===== src/rtl/probe_scheduler.sv =====
// Probe scheduler: fires transceiver START pulses every INTERVAL clocks for GROUPS probes,
// tracking the BUSY handshake, interval overruns, acknowledge timeouts and host abort.
module probe_scheduler #(
    parameter int unsigned ACK_TIMEOUT = 1000,
    parameter int unsigned MIN_GAP     = 4
) (
    input  logic        CLOCK_10M,
    input  logic        RESET_N,
    input  logic        ARM,
    input  logic        ABORT,
    input  logic        CONFIG_READY,
    input  logic [31:0] INTERVAL,
    input  logic [15:0] GROUPS,
    input  logic        TRANSC_BUSY,
    output logic        START,
    output logic        RUNNING,
    output logic        DONE,
    output logic        ABORTED,
    output logic [15:0] GROUP_CNT,
    output logic        OVERRUN,
    output logic        ACK_ERR
);

    localparam int unsigned IVL_W = 32;
    localparam int unsigned GRP_W = 16;
    localparam int unsigned GAP_W = $clog2(MIN_GAP + 2);

    typedef enum logic [2:0] {
        S_IDLE,
        S_FIRE,
        S_WAIT_BUSY,
        S_WAIT_IVL,
        S_GAP,
        S_DRAIN,
        S_FINISH
    } state_t;

    state_t             state_q;
    state_t             state_d;
    logic               arm_q;
    logic [IVL_W-1:0]   shadow_ivl_q;
    logic [GRP_W-1:0]   shadow_grp_q;
    logic [IVL_W-1:0]   ivl_cnt_q;
    logic [GAP_W-1:0]   gap_cnt_q;

    logic               start_d;
    logic               running_d;
    logic               done_d;
    logic               aborted_d;
    logic               overrun_d;
    logic               ack_err_d;
    logic [GRP_W-1:0]   group_cnt_d;

    logic               arm_edge_c;
    logic               arm_ok_c;
    logic               accept_c;
    logic               empty_run_c;
    logic               ivl_due_c;
    logic               ack_timeout_c;
    logic               gap_done_c;
    logic [GRP_W-1:0]   cnt_inc_c;
    logic               last_c;

    assign arm_edge_c    = ARM & ~arm_q;
    assign arm_ok_c      = (state_q == S_IDLE) && arm_edge_c && !ABORT && CONFIG_READY;
    assign accept_c      = arm_ok_c && (GROUPS != '0);
    assign empty_run_c   = arm_ok_c && (GROUPS == '0);
    assign ivl_due_c     = ivl_cnt_q >= (shadow_ivl_q - IVL_W'(1));
    assign ack_timeout_c = ivl_cnt_q >= IVL_W'(ACK_TIMEOUT - 1);
    assign gap_done_c    = gap_cnt_q >= GAP_W'(MIN_GAP);
    assign cnt_inc_c     = GROUP_CNT + GRP_W'(1);
    assign last_c        = cnt_inc_c == shadow_grp_q;

    // State register
    always_ff @(posedge CLOCK_10M or negedge RESET_N) begin
        if (!RESET_N) begin
            state_q <= S_IDLE;
        end else begin
            state_q <= state_d;
        end
    end

    // Next-state logic; ABORT takes priority over probe progress
    always_comb begin
        state_d = state_q;
        case (state_q)
            S_IDLE: begin
                if (accept_c) state_d = S_FIRE;
            end
            S_FIRE: begin
                if (ABORT)              state_d = TRANSC_BUSY ? S_DRAIN : S_FINISH;
                else if (TRANSC_BUSY)   state_d = S_WAIT_BUSY;
                else if (ack_timeout_c) state_d = S_FINISH;
            end
            S_WAIT_BUSY: begin
                if (!TRANSC_BUSY) begin
                    if (ABORT || last_c) state_d = S_FINISH;
                    else if (ivl_due_c)  state_d = S_GAP;
                    else                 state_d = S_WAIT_IVL;
                end else if (ABORT) begin
                    state_d = S_DRAIN;
                end
            end
            S_WAIT_IVL: begin
                if (ABORT)                         state_d = S_FINISH;
                else if (ivl_due_c && gap_done_c)  state_d = S_FIRE;
            end
            S_GAP: begin
                if (ABORT)           state_d = S_FINISH;
                else if (gap_done_c) state_d = S_FIRE;
            end
            S_DRAIN: begin
                if (!TRANSC_BUSY) state_d = S_FINISH;
            end
            S_FINISH: state_d = S_IDLE;
            default:  state_d = S_IDLE;
        endcase
    end

    // Next values of the registered outputs
    always_comb begin
        start_d     = (state_d == S_FIRE);
        running_d   = state_d inside {S_FIRE, S_WAIT_BUSY, S_WAIT_IVL, S_GAP, S_DRAIN};
        done_d      = (state_d == S_FINISH) || empty_run_c;
        aborted_d   = ABORTED;
        overrun_d   = OVERRUN;
        ack_err_d   = ACK_ERR;
        group_cnt_d = GROUP_CNT;
        if (accept_c || empty_run_c) begin
            group_cnt_d = '0;
            aborted_d   = 1'b0;
        end
        if (accept_c) begin
            overrun_d = 1'b0;
            ack_err_d = 1'b0;
        end
        case (state_q)
            S_FIRE: begin
                if (ABORT) begin
                    aborted_d = 1'b1;
                end else if (!TRANSC_BUSY && ack_timeout_c) begin
                    aborted_d = 1'b1;
                    ack_err_d = 1'b1;
                end
            end
            S_WAIT_BUSY: begin
                if (ABORT)                aborted_d   = 1'b1;
                if (!TRANSC_BUSY)         group_cnt_d = cnt_inc_c;
                if (state_d == S_GAP)     overrun_d   = 1'b1;
            end
            S_WAIT_IVL, S_GAP: begin
                if (ABORT) aborted_d = 1'b1;
            end
            S_DRAIN: begin
                if (!TRANSC_BUSY) group_cnt_d = cnt_inc_c;
            end
            default: ;
        endcase
    end

    // Output registers, shadow copies and interval/gap counters
    always_ff @(posedge CLOCK_10M or negedge RESET_N) begin
        if (!RESET_N) begin
            arm_q        <= 1'b0;
            START        <= 1'b0;
            RUNNING      <= 1'b0;
            DONE         <= 1'b0;
            ABORTED      <= 1'b0;
            OVERRUN      <= 1'b0;
            ACK_ERR      <= 1'b0;
            GROUP_CNT    <= '0;
            shadow_ivl_q <= '0;
            shadow_grp_q <= '0;
            ivl_cnt_q    <= '0;
            gap_cnt_q    <= '0;
        end else begin
            arm_q     <= ARM;
            START     <= start_d;
            RUNNING   <= running_d;
            DONE      <= done_d;
            ABORTED   <= aborted_d;
            OVERRUN   <= overrun_d;
            ACK_ERR   <= ack_err_d;
            GROUP_CNT <= group_cnt_d;
            if (accept_c) begin
                shadow_ivl_q <= (INTERVAL == '0) ? IVL_W'(1) : INTERVAL;
                shadow_grp_q <= GROUPS;
            end
            if (start_d && !START) begin
                ivl_cnt_q <= '0;
            end else if (RUNNING && (ivl_cnt_q != '1)) begin
                ivl_cnt_q <= ivl_cnt_q + IVL_W'(1);
            end
            // gap_cnt includes the current low cycle, so it reads 1 in the first cycle after START falls
            if (state_q == S_FIRE) begin
                gap_cnt_q <= (state_d == S_FIRE) ? '0 : GAP_W'(1);
            end else if (!gap_done_c) begin
                gap_cnt_q <= gap_cnt_q + GAP_W'(1);
            end
        end
    end

endmodule


===== config.mk =====
export PLATFORM = sky130hd
export DESIGN_NAME = probe_scheduler
export DESIGN_NICKNAME = d
export VERILOG_FILES = /design/src/rtl/probe_scheduler.sv
export SDC_FILE = /design/constraint.sdc
export NUM_CORES = 1
export LEC_CHECK = 0
export BUFFER_PORTS_ARGS = -buffer_cell sky130_fd_sc_hd__buf_2
export CAP_MARGIN = 40
export CORE_MARGIN = 10
export CORE_UTILIZATION = 60
export DETAILED_ROUTE_END_ITERATION = 16
export PLACE_DENSITY = 0.8
export SLEW_MARGIN = 20
export SYNTH_ARGS = -nofsm -noshare
export SYNTH_HDL_FRONTEND = slang
export SYNTH_SLANG_ARGS = --single-unit

===== constraint.sdc =====
create_clock -name CLOCK_10M -period 4.8 [get_ports CLOCK_10M]
set_input_delay 0.96 -clock CLOCK_10M [delete_from_list [all_inputs] [get_ports CLOCK_10M]]
set_output_delay 0.96 -clock CLOCK_10M [all_outputs]
set_load 0.02 [all_outputs]

# --- Yosys cells after proc, flatten, opt, wreduce, memory -nomap -nowiden ---
# Cells that the tools add are included.
classes:
  add_sub_neg: 4
  n_mux: 36
  order_cmp: 3
  bitwise_logic: 2
  eq_ne: 14
  reduce_logical: 23
op_table:
  columns: ["cell", "count"]
  rows:
  - ["32-bit two-way mux", 3]
  - ["16-bit two-way mux", 3]
  - ["3-bit two-way mux", 15]
  - ["32-bit by 1-bit adder with 32-bit output, second input constant", 1]
  - ["32-bit by 10-bit greater-or-equal comparator with 1-bit output, second input constant", 1]
  - ["32-bit greater-or-equal comparator", 1]
  - ["32-bit logical NOT", 1]
  - ["32-bit != test, second input constant", 1]
  - ["32-bit by 1-bit subtractor with 32-bit output, second input constant", 1]
  - ["3-bit one-hot mux with 6 select lines", 1]
  - ["16-bit by 1-bit adder with 16-bit output, second input constant", 1]
  - ["16-bit equality test", 1]
  - ["16-bit logical NOT", 1]
  - ["16-bit nonzero test", 1]
  - ["3-bit equality test, second input constant", 5]
  - ["3-bit by 2-bit equality test with 1-bit output, second input constant", 4]
  - ["1-bit two-way mux", 12]
  - ["1-bit logical AND", 9]
  - ["3-bit by 1-bit equality test with 1-bit output, second input constant", 2]
  - ["5-bit nonzero test", 1]
  - ["3-bit by 1-bit adder with 3-bit output, second input constant", 1]
  - ["3-bit greater-or-equal comparator, second input constant", 1]
  - ["1-bit logical NOT", 3]
  - ["3-bit logical NOT", 1]
  - ["9 further kinds", 11]
word_totals:
  output_inout_bits: 22
  regBits: 109
  elab_cells: 95
  in_bits: 54

# --- Longest topological paths before layout ---
depth:
  ltp_word: 11
  depth_mapped: 19
  depth_no_buf: 17

# --- Worst setup path after synthesis ---
# No wires, ideal clock.
synth_path:
  path_kind: "reg-to-reg"
  from: "reg shadow_ivl_q[9]"
  to: "reg ivl_cnt_q[0]"
  synth_period_minus_slack_ns: 4.340
  setup_slack_ns: 0.460
  arrival_time_ns: 4.195
  stages_incl_launch_ff: 16
  path_cell_list: "dfrtp_1 or4_1 or3_1 or3_4 nor2_1 nand2_1 nor3_1 xnor2_1 ha_1 and4_1 nand2_1 nand4b_1 o2111ai_1 nor3b_1 clkbuf_1 a21oi_1"
synth_between:
  elab_chain_cells: 9
  elab_cells_between_ends: 13
  classes_between: "add/sub (1); order compare (1); eq/ne (1); mux (7); reduce/logical (3)"
synth_rtl:
  columns: ["element", "line", "rtl"]
  rows:
  - ["from (decl)", "41", "logic [IVL_W-1:0] shadow_ivl_q;"]
  - ["from (signal assigned)", "186", "shadow_ivl_q <= (INTERVAL == '0) ? IVL_W'(1) : INTERVAL;"]
  - ["32-bit by 1-bit subtractor with 32-bit output *", "68", "assign ivl_due_c = ivl_cnt_q >= (shadow_ivl_q - IVL_W'(1));"]
  - ["32-bit greater-or-equal comparator *", "68", null]
  - ["3-bit two-way mux / 1-bit logical AND (equally long branches)", "98, 106", null]
  - ["3-bit two-way mux (on tied branches)", "97, 106", null]
  - ["3-bit two-way mux (on tied branches)", "96, 105", null]
  - ["3-bit one-hot mux with 6 select lines *", "86", "case (state_q)"]
  - ["3-bit by 1-bit equality test with 1-bit output *", "122", "start_d = (state_d == S_FIRE);"]
  - ["1-bit logical AND *", "189", "if (start_d && !START) begin"]
  - ["32-bit two-way mux / 2-bit nonzero test (equally long branches)", null, null]
  - ["to (signal assigned)", "192", "ivl_cnt_q <= ivl_cnt_q + IVL_W'(1);"]
  - ["to (decl)", "43", "logic [IVL_W-1:0] ivl_cnt_q;"]
# Mark *: on every way between the ends. The rest lies on a longest branch, timed or not.
# A chain may end at the register's enable or synchronous reset.

# --- Final worst setup path ---
layout_path:
  from: "reg shadow_ivl_q[9]"
  to: "reg ivl_cnt_q[2]"
# The elaborated chain is that of the path after synthesis.

==> summary.txt <==
Run status
  • Result of the run: finished, final reports clean

Drt
  • Vias: 6026
  • Drt pass-1 iters: 5
  • Vias/cell: 6.33
  • DRT iter0 DRCs: 548
  • Drt total wl: 17.7 mm
  • Antenna-violating nets left: 0
  • Wire per inst: 18.6 um
  • DRC viols: 0

Critical path
  • Critical path arrival: 4800 ps
  • Worst Setup End Kind: flop
  • Required @ worst endpoint: 5060 ps
  • Critical Path Start Type: flop
  • CP Cell Sequence: or4_1 -> or3_1 -> or3_4 -> nor2_1 -> nand2_1 -> nor3_1 -> xnor2_1 -> ha_1 -> and4_1 -> a221oi_1 -> o21a_1 -> o2111ai_1 -> nor3b_2 -> buf_12 -> a211oi_1
  • Crit-path max FO: 32
  • Slowest CP cell: or4_1
  • Slowest Stage Delay on Critical Path: 570 ps
  • WS Path Type: reg -> reg

GRT
  • Largest net degree at the start of global routing: 53
  • First-pass GRT wire length: 29.5 mm
  • Vias in the first global route: 5986
  • Gr ovfl total: 0
  • Initial antenna violation count: 0
  • GRT Total Usage: 0.217

Synthesis
  • Number of flops mapped to enable cells by yosys: 0
  • Top-area cell type share of the netlist area: 0.377
  • Syn_nets: 834
  • #FFs+latches synth: 109
  • Top-count cell post-synth: dfrtp_1
  • Ys async rst share: 1.00
  • Post-synthesis sequential area ratio: 0.377
  • Cell variety after synth: 74
  • Avg Inst Size Synth: 9.74 sq um
  • Top cells by count, synth: 109 x dfrtp_1, 66 x nand2_1, 59 x xnor2_1, 48 x mux2_2
  • Yosys warns: 0
  • Post-synthesis cell count: 743
  • Post-synth top area cell: dfrtp_1
  • Post-Syn Area: 7240 sq um
  • Top cells by area, synth: dfrtp_1 38%, mux2_2 7.5%, xnor2_1 7.1%
  • Main synth FF type: dfrtp_1

Floorplan
  • DIE HEIGHT: 130 um
  • Die Area: 16900 sq um
  • Cell Rows: 40
  • Initial Utilization: 0.608
  • Die span in x: 130 um
  • Io pins: 76
  • Core Region: 11900 sq um

STA
  • Worst-margin pin slew: 766 ps
  • Hold Violations, Final: 0
  • FMAX: 220 MHz
  • Setup TNS: 0 ps
  • Setup Viol. Count Final: 0
  • RSZ-0062 raised after global routing: false
  • Min cycle time layout: 4540 ps
  • Setup ws final: 263 ps
  • Clock Skew: 5.32 ps
  • Max Transition Viols Final: 0
  • Hold slack: 506 ps
  • Tcrit/Tclk final: 0.945
  • Slew HR: 0.484

Power
  • Pwr/cell area: 590 nW/um^2
  • Maximum VDD drop: 0.000379 V
  • P_leak: 0.00339 uW

Final layout
  • Layout area overhead: 11.1%
  • Antenna fix cells: 0
  • Non-Filler Instances: 952
  • Share of cells above drive strength 1: 0.241
  • Final net count: 891
  • Filler cells: 930

Clock network
  • CTS tree: yes
  • CTS Sinks: 109
  • Clock-pin slew on the worst setup and hold paths: 70 ps
  • Clk buf depth: 2
  • CTS HTree Levels: 3
  • Clock insertion delay at the later pin of the skew report: 350 ps
  • Root Buffer: clkbuf_16
  • Post-CTS setup buffer count: 0
  • TritonCTS buffer count: 9

Placement
  • Port Buffers: 75
  • Post-DP HPWL: 13.4 mm
  • Cell total after placement: 936
  • Pre-CTS setup slack: 348 ps
  • Gp weighted congestion: 0.959

Min path
  • Min-delay worst type: reg -> reg

Flow run
  • Max Cap Viol: 0
==> layout by cell type (no fill, tap or decap), drive strengths merged, types with 3 or more instances in the layout <==
master,n
a31oi,4
dfrtp,109
nor2b,9
nand2b,6
nand2,66
o21a,4
nor4,36
nand3b,3
o21ai,41
a21o,8
or2,4
nor3b,5
and4,6
clkbuf,11
or4,4
nor2,41
a211oi,5
nand3,25
a221oi,4
inv,11
xor2,20
xnor2,59
a21oi,42
and3,12
or3,7
buf,82
ha,37
o31ai,5
a32oi,3
and2,7
o2111ai,5
nor3,26
nand4,15
mux2,48
==> final cells by class <==
type | count | area [sq um] | share of cell area
tap | 147 | 184 | 0.0229
timing repair buffer | 82 | 475 | 0.0591
sequential | 109 | 2730 | 0.339
multi-input combinational | 588 | 4310 | 0.537
clock inverter | 5 | 58.8 | 0.00731
clock buffer | 11 | 243 | 0.0302
inverter | 10 | 37.5 | 0.00467
==> kinds of logic (layout without fill, tap and decap cells) <==
logic type	Yosys count	in the layout	share of synthesized area
xor gates and xnor gates	79	79	0.0956
AOI/OAI and AO/OA	147	147	0.148
adders and majority gates	37	37	0.0639
DFF	109	109	0.377
muxes	50	50	0.0774
buffers and inverters	46	108	0.0297
and+or+nand+nor	275	275	0.209
==> metrics by stage <==
step,instance area (sq um),util,total power [uW]
floorplan,7240,-,3350
global placement,7700,0.647,3830
detailed placement,7730,0.649,3960
CTS,8030,0.674,4740
global route,8040,0.675,5100
finish,8040,0.675,4740
==> layer usage <==
layer	global-route usage	wire length, um	vias to the layer above
met3	0.0544	929	42
met2	0.384	9180	178
met5	0	0	-
met1	0.248	7180	2956
li1	-	-	2850
met4	0.0780	448	0
==> path summary, 6_finish.rpt <==
path	slack, ps	from	end	cells after the start
worst max-delay path	260	shadow_ivl_q[9]	ivl_cnt_q[2]	15
worst min-delay path	510	ABORTED	ABORTED	2
worst max register to register	260	shadow_ivl_q[9]	ivl_cnt_q[2]	15
worst min register to register	510	ABORTED	ABORTED	2
max in group asynchronous	3240	RESET_N	shadow_grp_q[9]	3
min in group asynchronous	540	RESET_N	arm_q	1
==> where the power goes <==
part	leakage (uW)	switching (uW)	internal, uW
Sequential	0.00141	507	1250
Combinational	0.00184	1250	980
Clock	0.000142	335	420
==> flip-flops by register name, indices dropped and copies added (netlist names) <==
name / count
RUNNING: 1
GROUP_CNT: 16
shadow_grp_q: 16
shadow_ivl_q: 32
START: 1
DONE: 1
gap_cnt_q: 3
ABORTED: 1
arm_q: 1
state_q: 3
ACK_ERR: 1
OVERRUN: 1
ivl_cnt_q: 32
==> what timing repair did <==
action	in CTS	in global routing
hold buffers	0	0
gates resized for setup	0	2
setup endpoints to repair	0	2
==> critical path: cells and delay by family (launching register included) <==
| kind | cells | cell delay, ps |
|---|---|---|
| DFF | 1 | 420 |
| buffers and inverters | 1 | 200 |
| xor gates and xnor gates | 1 | 170 |
| AOI/OAI and AO/OA | 4 | 930 |
| and+or+nand+nor | 8 | 2430 |
| adders and majority gates | 1 | 260 |
(Power assumes the default switching activity.)
